<file path="config.mk">
export PLATFORM = sky130hd
export DESIGN_NAME = vc_plane_input_unit
export DESIGN_NICKNAME = d
export VERILOG_FILES = /design/src/rtl/vc_plane_input_unit.sv
export SDC_FILE = /design/constraint.sdc
export NUM_CORES = 1
export LEC_CHECK = 0
export ABC_AREA = 0
export CORE_MARGIN = 5
export CORE_UTILIZATION = 61
export DETAILED_ROUTE_END_ITERATION = 8
export HOLD_SLACK_MARGIN = 0.05
export PLACE_DENSITY = 0.93
export SYNTH_ARGS = -nofsm -noshare
export SYNTH_HDL_FRONTEND = slang
export SYNTH_SLANG_ARGS = --single-unit
export TNS_END_PERCENT = 50
</file>
<file path="constraint.sdc">
create_clock -name clk -period 7.7 [get_ports clk]
set_clock_uncertainty 0.15 [all_clocks]
set_input_delay 1.925 -clock clk [delete_from_list [all_inputs] [get_ports clk]]
set_output_delay 1.925 -clock clk [all_outputs]
set_load 0.02 [all_outputs]
</file>
<file path="src/rtl/vc_plane_input_unit.sv">
// vc_plane_input_unit
// Router-side receiver for the time-multiplexed VC-plane injection channel.
// An external selector names the VC that owns the shared 32-bit channel in a
// given cycle. Accepted flits are framing-checked per VC and pushed into
// per-VC first-word-fall-through FIFOs that feed the router pipeline.
//
// Ports:
//   clk, rst          clock, synchronous active-high reset
//   VCPlaneSelector   VC owning the channel; values >= VC mean no owner
//   data_in/valid_in  flit from the source for the selected VC
//   ready_in          channel can take a flit on the selected VC
//   data_out          per-VC head-of-FIFO flit, VC v at [v*32 +: 32]
//   valid_out         per-VC FIFO non-empty
//   ready_out         per-VC pop request from the router
//   in_packet         per-VC framing FSM is inside a packet
//   frame_err         per-VC sticky framing-error flag
//   pkt_count         saturating count of accepted tails, all VCs
//
// Framing FSM (one per VC):
//   state  | meaning
//   IDLE   | between packets, only a head is legal
//   IN_PKT | head seen, body or tail legal
module vc_plane_input_unit #(
    parameter int VC    = 4,
    parameter int DEPTH = 4,
    parameter int CNT_W = 16
) (
    input  logic                   clk,
    input  logic                   rst,
    input  logic [$clog2(VC)-1:0]  VCPlaneSelector,
    input  logic [31:0]            data_in,
    input  logic                   valid_in,
    output logic                   ready_in,
    output logic [32*VC-1:0]       data_out,
    output logic [VC-1:0]          valid_out,
    input  logic [VC-1:0]          ready_out,
    output logic [VC-1:0]          in_packet,
    output logic [VC-1:0]          frame_err,
    output logic [CNT_W-1:0]       pkt_count
);

    localparam int SEL_W = $clog2(VC);
    localparam int PTR_W = $clog2(DEPTH);

    localparam logic [1:0] FT_HEAD = 2'b01;
    localparam logic [1:0] FT_BODY = 2'b10;
    localparam logic [1:0] FT_TAIL = 2'b11;

    typedef enum logic {IDLE, IN_PKT} state_t;

    state_t         state_q [VC];
    state_t         state_d [VC];
    logic [PTR_W:0] wr_ptr  [VC];
    logic [PTR_W:0] rd_ptr  [VC];
    logic [31:0]    mem     [VC][DEPTH];

    logic [VC-1:0] full;
    logic [VC-1:0] empty;
    logic [VC-1:0] push;
    logic [VC-1:0] pop;
    logic [VC-1:0] err_set;
    logic          sel_valid;
    logic          sel_full;
    logic          xfer;
    logic          tail_done;
    logic [1:0]    flit_type;

    assign flit_type = data_in[31:30];
    assign sel_valid = {1'b0, VCPlaneSelector} < (SEL_W+1)'(VC);

    // Full/empty use the wrap bit: same index with differing wrap means full.
    // Full is taken before this cycle's pop, so a full FIFO never bypasses.
    for (genvar g = 0; g < VC; g++) begin : g_vc
        assign full[g]  = (wr_ptr[g][PTR_W-1:0] == rd_ptr[g][PTR_W-1:0]) &&
                          (wr_ptr[g][PTR_W] != rd_ptr[g][PTR_W]);
        assign empty[g] = (wr_ptr[g] == rd_ptr[g]);
        assign pop[g]   = !empty[g] && ready_out[g];
        assign valid_out[g]          = !empty[g];
        assign data_out[g*32 +: 32]  = mem[g][rd_ptr[g][PTR_W-1:0]];
        assign in_packet[g]          = (state_q[g] == IN_PKT);
    end

    always_comb begin
        sel_full = 1'b0;
        for (int v = 0; v < VC; v++) begin
            if (VCPlaneSelector == SEL_W'(v)) sel_full = full[v];
        end
    end

    assign ready_in = !rst && sel_valid && !sel_full;
    assign xfer     = valid_in && ready_in;

    // Illegal flits still complete the handshake; they are simply not stored.
    always_comb begin
        push      = '0;
        err_set   = '0;
        tail_done = 1'b0;
        for (int v = 0; v < VC; v++) begin
            state_d[v] = state_q[v];
            if (xfer && (VCPlaneSelector == SEL_W'(v))) begin
                case (state_q[v])
                    IDLE: begin
                        if (flit_type == FT_HEAD) begin
                            push[v]    = 1'b1;
                            state_d[v] = IN_PKT;
                        end else begin
                            err_set[v] = 1'b1;
                        end
                    end
                    IN_PKT: begin
                        if (flit_type == FT_BODY) begin
                            push[v] = 1'b1;
                        end else if (flit_type == FT_TAIL) begin
                            push[v]    = 1'b1;
                            state_d[v] = IDLE;
                            tail_done  = 1'b1;
                        end else begin
                            err_set[v] = 1'b1;
                        end
                    end
                    default: state_d[v] = IDLE;
                endcase
            end
        end
    end

    always_ff @(posedge clk) begin
        for (int v = 0; v < VC; v++) begin
            if (rst) state_q[v] <= IDLE;
            else     state_q[v] <= state_d[v];
        end
    end

    always_ff @(posedge clk) begin
        if (rst) begin
            for (int v = 0; v < VC; v++) begin
                wr_ptr[v] <= '0;
                rd_ptr[v] <= '0;
            end
            frame_err <= '0;
            pkt_count <= '0;
        end else begin
            for (int v = 0; v < VC; v++) begin
                if (push[v]) wr_ptr[v] <= wr_ptr[v] + 1'b1;
                if (pop[v])  rd_ptr[v] <= rd_ptr[v] + 1'b1;
            end
            frame_err <= frame_err | err_set;
            if (tail_done && (pkt_count != {CNT_W{1'b1}}))
                pkt_count <= pkt_count + 1'b1;
        end
    end

    // Storage needs no reset; emptiness is carried by the pointers.
    always_ff @(posedge clk) begin
        for (int v = 0; v < VC; v++) begin
            if (push[v]) mem[v][wr_ptr[v][PTR_W-1:0]] <= data_in;
        end
    end

endmodule

</file>
# Word-level counts from Yosys, hierarchy flattened

Memory sizes are Yosys's and may differ from the RTL's.
Index checks and enable logic that the tools add are counted.
Widths: inputs -> output; s select.

$add $sub $neg: 9
Magnitude comparators: 12
Eq/ne operators: 19
Muxes and demuxes: 122
Bitwise logic cells: 25
Reductions and logical operators: 29

Operator list:

| kind                  | count |
|---|---|
| $mux 128              | 10 |
| $mux 32               | 12 |
| $reduce_or 128->1     | 3 |
| $bmux 32 s2           | 4 |
| $demux 32 s2          | 4 |
| $mux 1                | 69 |
| $add 3x1->3 const B   | 8 |
| $ge 3x3->1 const B    | 8 |
| $mux 3                | 8 |
| $not 2->3             | 8 |
| $pmux 1 s2            | 12 |
| $logic_and 1x1->1     | 19 |
| $add 16x1->16 const B | 1 |
| $ne 16x16->1 const B  | 1 |
| $eq 3x3->1            | 4 |
| $lt 3x1->1 const B    | 4 |
| $or 1x1->1            | 12 |
| $eq 2x2->1            | 4 |
| $eq 2x2->1 const B    | 4 |
| $logic_not 1->1       | 6 |
| $mux 2                | 3 |
| $eq 2x1->1 const B    | 2 |
| $ne 1x1->1            | 4 |
| $not 1->1             | 4 |
| other kinds (2)       | 2 |

Bits in registers: 20
Bits in writable memories: 540
Input bits: 41
Output and inout port bits: 157
Word-level logic and storage cells: 222
Memories: 4

Memories:

| memory  | depth | bits a word | read ports | clocked after memory_dff | write ports | RTL line | source |
|---|---|---|---|---|---|---|---|
| mem     | 4     | 128         | 4          | 0                        | 1           | 55       | `logic [31:0] mem [VC][DEPTH];` |
| rd_ptr  | 4     | 3           | 4          | 0                        | 4           | 54       | `logic [PTR_W:0] rd_ptr [VC];` |
| wr_ptr  | 4     | 3           | 4          | 0                        | 4           | 53       | `logic [PTR_W:0] wr_ptr [VC];` |
| state_q | 4     | 1           | 4          | 0                        | 4           | 51       | `state_t state_q [VC];` |

# Longest topological paths before layout

Gate-level depths: netlist (run 1).
An unclocked memory read counts as a cell.

Depth in word-level cells: 25
Depth in mapped cells: 8
Gate-level depth less buffers: 7

# Worst setup path before layout (run 1)

OpenSTA, ideal clock, no wires.

Kind: input -> output
From: input VCPlaneSelector[0]
To: output ready_in
Arrival: 3.300 ns
Data required time: 5.625 ns
Path slack: 2.325 ns
Cell stages on the path: 5
Buffers on the path: 1
Cell sequence: buf_2 > nor2b_1 > nor4b_2 > or3_1 > nor3_1

Word-level cells in the longest chain between the ends: 7
Elaborated cells on any way between the ends: 10
Those cells by class: eq/ne (3); mux (4); reduce/logical (3)

RTL lines:

| what                  | RTL line | source |
|---|---|---|
| from (decl)           | 30       | `input logic [$clog2(VC)-1:0] VCPlaneSelector,` |
| $logic_not 2->1       | 86       | `if (VCPlaneSelector == SEL_W'(v)) sel_full = full[v];` |
| $mux 1 (3 in a row)   | 86       |  |
| $mux 1 (*)            | 86       |  |
| $logic_not 1->1 (*)   | 90       | `assign ready_in = !rst && sel_valid && !sel_full;` |
| $logic_and 1x1->1 (*) | 90       |  |
| to (decl)             | 33       | `output logic ready_in,` |

Every way passes the cells marked *; elsewhere a longest branch is shown, timed or not.

# Worst setup path in the final report (run 1)

Ends and elaborated chain as after synthesis.

==> run metrics, run 1 <==
full die area 38800 µm²; CP Launch Type input pin; number of global-route vias before repair 11400; Period Utilization, post-route 0.837; slew margin rel. 0.277; Critical Path AT 4370 ps; layout cells sized above 1 0.196; Skew-Pair Late Insertion Delay 590 ps; IO Pins around 200; CTS tree yes; CP Capture Type output pin; port bufs just under 200; gr ovfl total 0; setup TNS 0 ps; design area about 25000 µm²; count of cell types in the netlist 39; n_diodes 0; Worst Max-Slew Pin Slew roughly 1100 ps; highest clock rate 155 MHz; root buffer cell clkbuf_16; total track usage 0.273; Num CTS Buffers 52; Synth Register Bits 560; post-route ant nets 0; Area contributors post-synth edfxtp_1 (76%), mux4_2 (14%), dfxtp_1 (2.3%); vias per cell approximately 6.5; initial antenna violation count 0; P_int 0.00503 W; switching share of power 0.233; DIE HEIGHT 197 µm; Lkg Pwr approximately 8 nW; most common cell after layout, fill and taps aside edfxtp_1; first-pass GRT wire length 77.3 mm; Total Wirelength between 50 and 60 mm; post-synthesis sequential area ratio 0.778; RD Place Congestion around 0.81; Post-CTS Setup Inserts 0; CTS sink cnt 560; Core ar. around 35000 µm²; leading area contributor after synthesis edfxtp_1; CP max-delay cell clkdlybuf4s50_1; fin nets between 1000 and 1500; top cell type's share of synthesized area 0.755; critical path start-end classification input pin to output pin; CTS Hold Buffers Added 0; synth-to-layout area growth 18.9%; RSZ-0062 raised after global routing false; total number of vias ~11000; warnings from Yosys 0; Cells after Synth 970; Syn Area/Cell between 20 and 25 µm²; max-cap violations 0; peak fanout along the critical path 9; pre-CTS setup slack 1320 ps; worst-path cell chain clkdlybuf4s50_1, nor2b_1, nor4b_2, or3_1, nor3_1, clkdlybuf4s50_1; Final HPWL DP between 20 and 30 mm; largest net degree at the start of global routing 39; PD cells 259 nW/µm²; P_sw 0.00153 W; Fillers ~1900; CP Data Required Time 5620 ps; Seq pwr share 0.515; commonest non-fill, non-tap cells in the layout edfxtp_1 (536), clkdlybuf4s50_1 (197), mux4_2 (129), clkbuf_16 (52), nor2_1 (41); detailed-router iteration count before antenna repair 5; post-DR wirelength/cell 31.1 µm; # rows between 60 and 70; Detailed Route Iter0 Violations 1291; Cell Area, Placed around 24000 µm²; Clock power frac 0.375; Final Hold Fails 0; clock slew seen by the registers of the worst setup and hold paths about 60 ps; Starting Density 0.617; clock buffer depth 3; Worst Hold Class flip-flop to flip-flop; post-CTS sizing 0; combinational fraction of design power 0.109; die width between 150 and 200 µm; Worst path most repeated cell clkdlybuf4s50_1; status complete, no violations; count of pins over their slew limit 0; final setup vio count 0; Cell Area, Synth ~21000 µm²; Net Count, Synth roughly 1000; DR DRC count 0; CP max stage delay approximately 660 ps; Tmin final roughly 6400 ps; setup slack after layout roughly 1300 ps; H-tree lvl count 2; VDD IR-drop max approximately 0.2 mV
-- flip-flops by register name, indices dropped and copies added (netlist names), named ones only --
name       count
wr_ptr        12
frame_err      4
rd_ptr        12
mem          512
pkt_count     16
-- power groups by stage --
| stage | Combinational (W) | Sequential [W] | Clock (W) |
|---|---|---|---|
| 2_1_floorplan | 0.000400 | 0.00343 | 0 |
| 3_3_place_gp | 0.000695 | 0.00344 | 0 |
| 3_5_place_dp | 0.000712 | 0.00345 | 0 |
| 4_1_cts | 0.000724 | 0.00338 | 0.00247 |
| 5_1_grt | 0.000753 | 0.00338 | 0.00261 |
| 6_report | 0.000718 | 0.00338 | 0.00246 |
-- Yosys cell counts, drive strengths merged --
cell type  number
nor3            3
nand4          10
a21oi           9
nand2          13
nor2           41
and3            7
a311oi          3
and3b           2
mux4          129
buf            28
nand3          10
ha             21
o41ai           1
nor4            6
inv            13
edfxtp        536
nor2b           4
a31oi           4
or2             8
xor2           24
and4            1
clkbuf         19
xnor2          10
nor4b           3
a41oi           1
or3             2
nand2b          6
a41o            1
and2           30
o21ai           1
dfxtp          24
-- metrics by stage --
step,utilization,instances,total power [W],hold WS [ps]
3_5_place_dp,0.687,1584,0.00416,318
6_report,0.733,1680,0.00656,350
3_3_place_gp,0.687,1584,0.00414,330
5_1_grt,0.733,1680,0.00675,379
2_1_floorplan,-,970,0.00383,364
4_1_cts,0.733,1680,0.00657,345
-- layer usage --
layer,share of wire,vias up,routed length (µm),track usage
met5,0,-,0,0
met4,0.036,0,1880,0.0865
met3,0.083,102,4360,0.0434
met2,0.53,736,27600,0.476
met1,0.35,5657,18500,0.362
li1,-,4373,-,-
-- critical path: cells and delay by family --
family / cells / cell delay (ps)
buf+inv: 2 / 1230
simple gates: 4 / 1220
-- worst paths after layout --
path                      startpoint  cells after the start  slack, ps           end
setup reg to reg        rd_ptr[3][0]                      5       3590    mem[3][78]
hold reg to reg         frame_err[2]                      2        350  frame_err[2]
setup / recovery  VCPlaneSelector[0]                      6       1250      ready_in
hold / removal          frame_err[2]                      2        350  frame_err[2]
-- area by class of cell --
class | instances | area [µm²] | share of cell area
Sequential cell | 560 | 16600 | 0.654
Timing Repair Buffer | 206 | 2040 | 0.0805
Clock inverter | 32 | 260 | 0.0103
Multi-Input combinational cell | 350 | 4490 | 0.177
Clock buffer | 64 | 1350 | 0.0531
Inverter | 13 | 48.8 | 0.00193
Tap cell | 455 | 569 | 0.0225
-- cells by family (layout without fill, tap and decap cells) --
| family | Yosys count | in the layout | share of synthesized area |
|---|---|---|---|
| mux | 129 | 129 | 0.136 |
| compound gates | 20 | 20 | 0.00693 |
| fa+ha+maj | 21 | 21 | 0.0123 |
| flops | 560 | 560 | 0.778 |
| simple gates | 146 | 146 | 0.0396 |
| xor+xnor | 34 | 34 | 0.0147 |
| buf+inv | 60 | 315 | 0.0121 |
No activity file was read; power rests on OpenSTA's default activity.
==> run 2: changes to the inputs <==
- CORE_UTILIZATION: 61 -> 52
- PLACE_DENSITY: 0.93 -> 0.85
- clock period: 7.7 -> 5.41 ns (I/O delays scaled with it)
==> run metrics, run 2 (synthesis gave the netlist of run 1 again) <==
final setup vio count 0; peak fanout along the critical path 9; total track usage 0.229; CP Depth 6; Post-CTS Setup Inserts 0; R2R depth 7; crit-path leading delay family buffers and inverters; count of pins over their slew limit 0; CTS tree yes; fin nets about 1300; Starting Density 0.524; Final HPWL DP 30.8 mm; worst-path cell chain clkdlybuf4s50_1, nor2b_1, nor4b_2, or3_1, nor3_1, clkdlybuf4s50_1; number of global-route vias before repair roughly 11000; P_int 0.00729 W; Worst path most repeated cell clkdlybuf4s50_1; Worst R2R Setup Slack 1920 ps; Core ar. 40600 µm²; CTS Hold Buffers Added 0; setup TNS 0 ps; RSZ-0062 raised after global routing false; Clock power frac 0.383; Seq pwr share 0.506; total number of vias between 10000 and 15000; initial antenna violation count 4; highest clock rate around 190 MHz; multi-input combinational cell area 4490 µm²; clock buffer depth 3; PD cells 367 nW/µm²; first-pass GRT wire length around 75 mm; root buffer cell clkbuf_16; gr ovfl total 0; crit path from VCPlaneSelector[0]; largest net degree at the start of global routing 35; Detailed Route Iter0 Violations 1129; Final Util 0.635; Worst R2R Start rd_ptr[3][0]; post-DR wirelength/cell around 29 µm; Lkg Pwr between 8 and 9 nW; max-cap violations 0; synth-to-layout area growth 21.1%; n_diodes 0; combinational fraction of design power 0.111; Buffers & Inverters on Critical Path 2; CP max stage delay ~660 ps; CP max-delay cell clkdlybuf4s50_1; CTS sink cnt 560; DR DRC count 0; H-tree lvl count 2; VDD IR-drop max between 0.2 and 0.3 mV; DIE HEIGHT 212 µm; most common cell after layout, fill and taps aside edfxtp_1; slew margin rel. 0.482; Period Utilization, post-route 0.966; CP Capture Type output pin; status complete, no violations; Worst Max-Slew Pin Slew roughly 770 ps; post-route ant nets 0; worst setup path end ready_in; Critical Path AT 3720 ps; die width between 200 and 250 µm; critical path start-end classification input pin to output pin; clock slew seen by the registers of the worst setup and hold paths ~60 ps; port bufs between 150 and 200; CP Launch Type input pin; post-CTS sizing 0; HP Start frame_err[2]; number of flip-flops in the largest register about 510; switching share of power 0.231; # rows 74; commonest non-fill, non-tap cells in the layout edfxtp_1 (536), clkdlybuf4s50_1 (197), mux4_2 (129), clkbuf_16 (53), nor2_1 (41); Worst Hold Class flip-flop to flip-flop; Num CTS Buffers 53; Final Hold Fails 0; layout cells sized above 1 0.214; FF+latch area ~17000 µm²; P_sw between 0.002 and 0.0025 W; detailed-router iteration count before antenna repair 5; FF-to-FF End mem[3][64]; Tmin final 5230 ps; Total Wirelength about 50 mm; full die area about 45000 µm²; CP Data Required Time about 4000 ps; vias per cell between 5 and 6; Fillers 2612; Skew-Pair Late Insertion Delay 590 ps; RD Place Congestion 0.785; IO Pins slightly below 200
[run 2: cell count changes in the layout (fill, tap and decap cells not counted), moves of 2 or more]
cell        delta
clkinv_1       +4
buf_4         +17
clkbuf_1       -4
bufinv_16      +2
buf_12         +8
clkinvlp_4     -2
clkinv_4       +2
[run 2: metrics by stage]
| stage | cell area, µm² | total power [W] | setup slack (ps) | hold slack (ps) | instances |
|---|---|---|---|---|---|
| final | 25800 | 0.00948 | 184 | 346 | 1785 |
| after global routing | 25800 | 0.00979 | 43.3 | 393 | 1785 |
| after CTS | 25800 | 0.00954 | 188 | 337 | 1785 |
| after detailed placement | 24100 | 0.00594 | 205 | 315 | 1686 |
| after global placement | 24100 | 0.00592 | 219 | 341 | 1686 |
| after floorplan | 21300 | 0.00545 | 1180 | 364 | 970 |
[run 2: layer usage]
metal  part of all wire  track usage  vias up
met1               0.37        0.308     5513
met2               0.52        0.388      632
met4              0.023       0.0585        6
met5            0.00066            0        -
met3              0.088       0.0488       88
li1                   -            -     4447
[run 2: worst min-delay path by stage]
stage                               to  slack [ps]  depth (start not counted)
after CTS                 frame_err[2]         340                          2
after floorplan              flip-flop         360                          2
after detailed placement  frame_err[2]         320                          2
after global routing      frame_err[2]         390                          2
after global placement    frame_err[2]         340                          2
final                     frame_err[2]         350                          2
[run 2: tightest hold or removal path: cells and delay by family, from the launching register on]
kind	cells	cell delay, ps
and+or+nand+nor	1	70
DFF	1	340
AOI/OAI and AO/OA	1	50
[run 2: cell type report]
cell class,instances,share of cell area
clock inverters,38,0.0128
repair buffers,231,0.0902
multi-input cells,350,0.174
flip-flops and latches,560,0.643
clock buffers,61,0.0526
well taps,532,0.0258
inverters,13,0.00189
[run 2: power by group through the flow]
stage | clock network [W] | logic, W | registers, W
after detailed placement | 0 | 0.00106 | 0.00489
after global placement | 0 | 0.00104 | 0.00488
after CTS | 0.00367 | 0.00107 | 0.00479
after global routing | 0.00389 | 0.00111 | 0.00479
after floorplan | 0 | 0.000570 | 0.00488
final | 0.00363 | 0.00106 | 0.00479
==> run 3: changes to the inputs <==
- CORE_UTILIZATION: 52 -> 57
- PLACE_DENSITY: 0.85 -> 0.88
- SETUP_SLACK_MARGIN: not set -> 0.05
- clock period: 5.41 -> 5.7 ns (I/O delays scaled with it)
==> run metrics, run 3 (synthesis gave the netlist of run 1 again) <==
Worst Max-Slew Pin Slew 901 ps; die width between 200 and 250 µm; Period Utilization, post-route 0.947; first-pass GRT wire length 77.1 mm; critical path start-end classification input pin to output pin; Post-CTS Setup Inserts 0; Critical Path AT between 3000 and 4000 ps; initial antenna violation count 4; commonest non-fill, non-tap cells in the layout edfxtp_1 (536), clkdlybuf4s50_1 (197), mux4_2 (129), clkbuf_16 (55), nor2_1 (41); Final Hold Fails 0; total number of vias 10800; DIE HEIGHT 203 µm; VDD IR-drop max around 0.29 mV; Final Util 0.699; RSZ-0062 raised after global routing false; fin nets ~1300; CP Data Required Time 4120 ps; most common cell after layout, fill and taps aside edfxtp_1; post-CTS sizing 0; port bufs approximately 200; Lkg Pwr about 8.3 nW; status complete, no violations; Total Wirelength slightly above 50 mm; IO Pins 198; CTS tree yes; synth-to-layout area growth 20.7%; CP max stage delay between 600 and 700 ps; Starting Density 0.579; largest net degree at the start of global routing 35; final setup vio count 0; CP Launch Type input pin; n_diodes 0; number of global-route vias before repair between 10000 and 15000; CP max-delay cell clkdlybuf4s50_1; max-cap violations 0; detailed-router iteration count before antenna repair 7; Num CTS Buffers between 50 and 60; gr ovfl total 0; root buffer cell clkbuf_16; count of pins over their slew limit 0; clock buffer depth 3; total track usage 0.256; Worst R2R Setup Slack ~2000 ps; Skew-Pair Late Insertion Delay 610 ps; highest clock rate between 150 and 200 MHz; # rows 70; setup TNS 0 ps; Final HPWL DP 31.1 mm; vias per cell 6.27; RD Place Congestion about 0.8; Tmin final 5400 ps; CP Capture Type output pin; layout cells sized above 1 0.216; post-DR wirelength/cell a little over 30 µm; CTS Hold Buffers Added 0; Core ar. between 30000 and 40000 µm²; worst-path cell chain clkdlybuf4s50_1, nor2_1, nor4b_2, or3_1, nor3_1, clkdlybuf4s50_1; DR DRC count 0; PD cells ~350 nW/µm²; CTS sink cnt 560; Worst path most repeated cell clkdlybuf4s50_1; Detailed Route Iter0 Violations around 1000; clock slew seen by the registers of the worst setup and hold paths about 60 ps; slew margin rel. 0.394; Worst Hold Class flip-flop to flip-flop; peak fanout along the critical path 9; number of flip-flops in the largest register just over 500; post-route ant nets 0; H-tree lvl count 2; full die area ~41000 µm²
[run 3: metrics by stage]
| step | std cells | worst slack, ps | hold slack, ps | power [W] | area (µm²) |
|---|---|---|---|---|---|
| after floorplan | 970 | 1320 | 364 | 0.00517 | 21300 |
| after global placement | 1623 | 378 | 324 | 0.00562 | 24000 |
| final | 1718 | 300 | 336 | 0.00911 | 25700 |
| after CTS | 1718 | 329 | 338 | 0.00918 | 25700 |
| after detailed placement | 1623 | 405 | 316 | 0.00564 | 24000 |
| after global routing | 1718 | 217 | 355 | 0.00939 | 25700 |
[run 3: cell type report]
| class | instances | area, µm² |
|---|---|---|
| Fill cell | 2155 | 11100 |
| Inverter | 13 | 48.8 |
| Multi-Input combinational cell | 350 | 4490 |
| Tap cell | 468 | 586 |
| Clock buffer | 69 | 1440 |
| Timing Repair Buffer | 232 | 2280 |
| Clock inverter | 26 | 297 |
| Sequential cell | 560 | 16600 |
[run 3: final timing paths]
kind | endpoint | from | cells after the start
setup / recovery | ready_in | VCPlaneSelector[1] | 6
hold / removal | frame_err[0] | frame_err[0] | 2
hold reg to reg | frame_err[0] | frame_err[0] | 2
setup reg to reg | mem[3][44] | rd_ptr[1][1] | 7
[run 3: power by group]
group,total (W),internal [W],switching [W]
Sequential,0.00455,0.00453,0.0000149
Clock,0.00355,0.00205,0.00150
Combinational,0.00101,0.000448,0.000563
[run 3: metal layers]
layer / track usage / wire length (µm) / vias to the layer above / share of wire
met3: 0.0558 / 4170 / 113 / 0.080
met5: 0 / 47 / - / 0.00090
met4: 0.0742 / 1610 / 8 / 0.031
met1: 0.329 / 18800 / 5636 / 0.36
met2: 0.447 / 27400 / 569 / 0.53
li1: - / - / 4440 / -
[run 3: worst max-delay path, delay by kind of cell]
family,cells,cell delay [ps]
buf+inv,2,1310
simple gates,4,1070
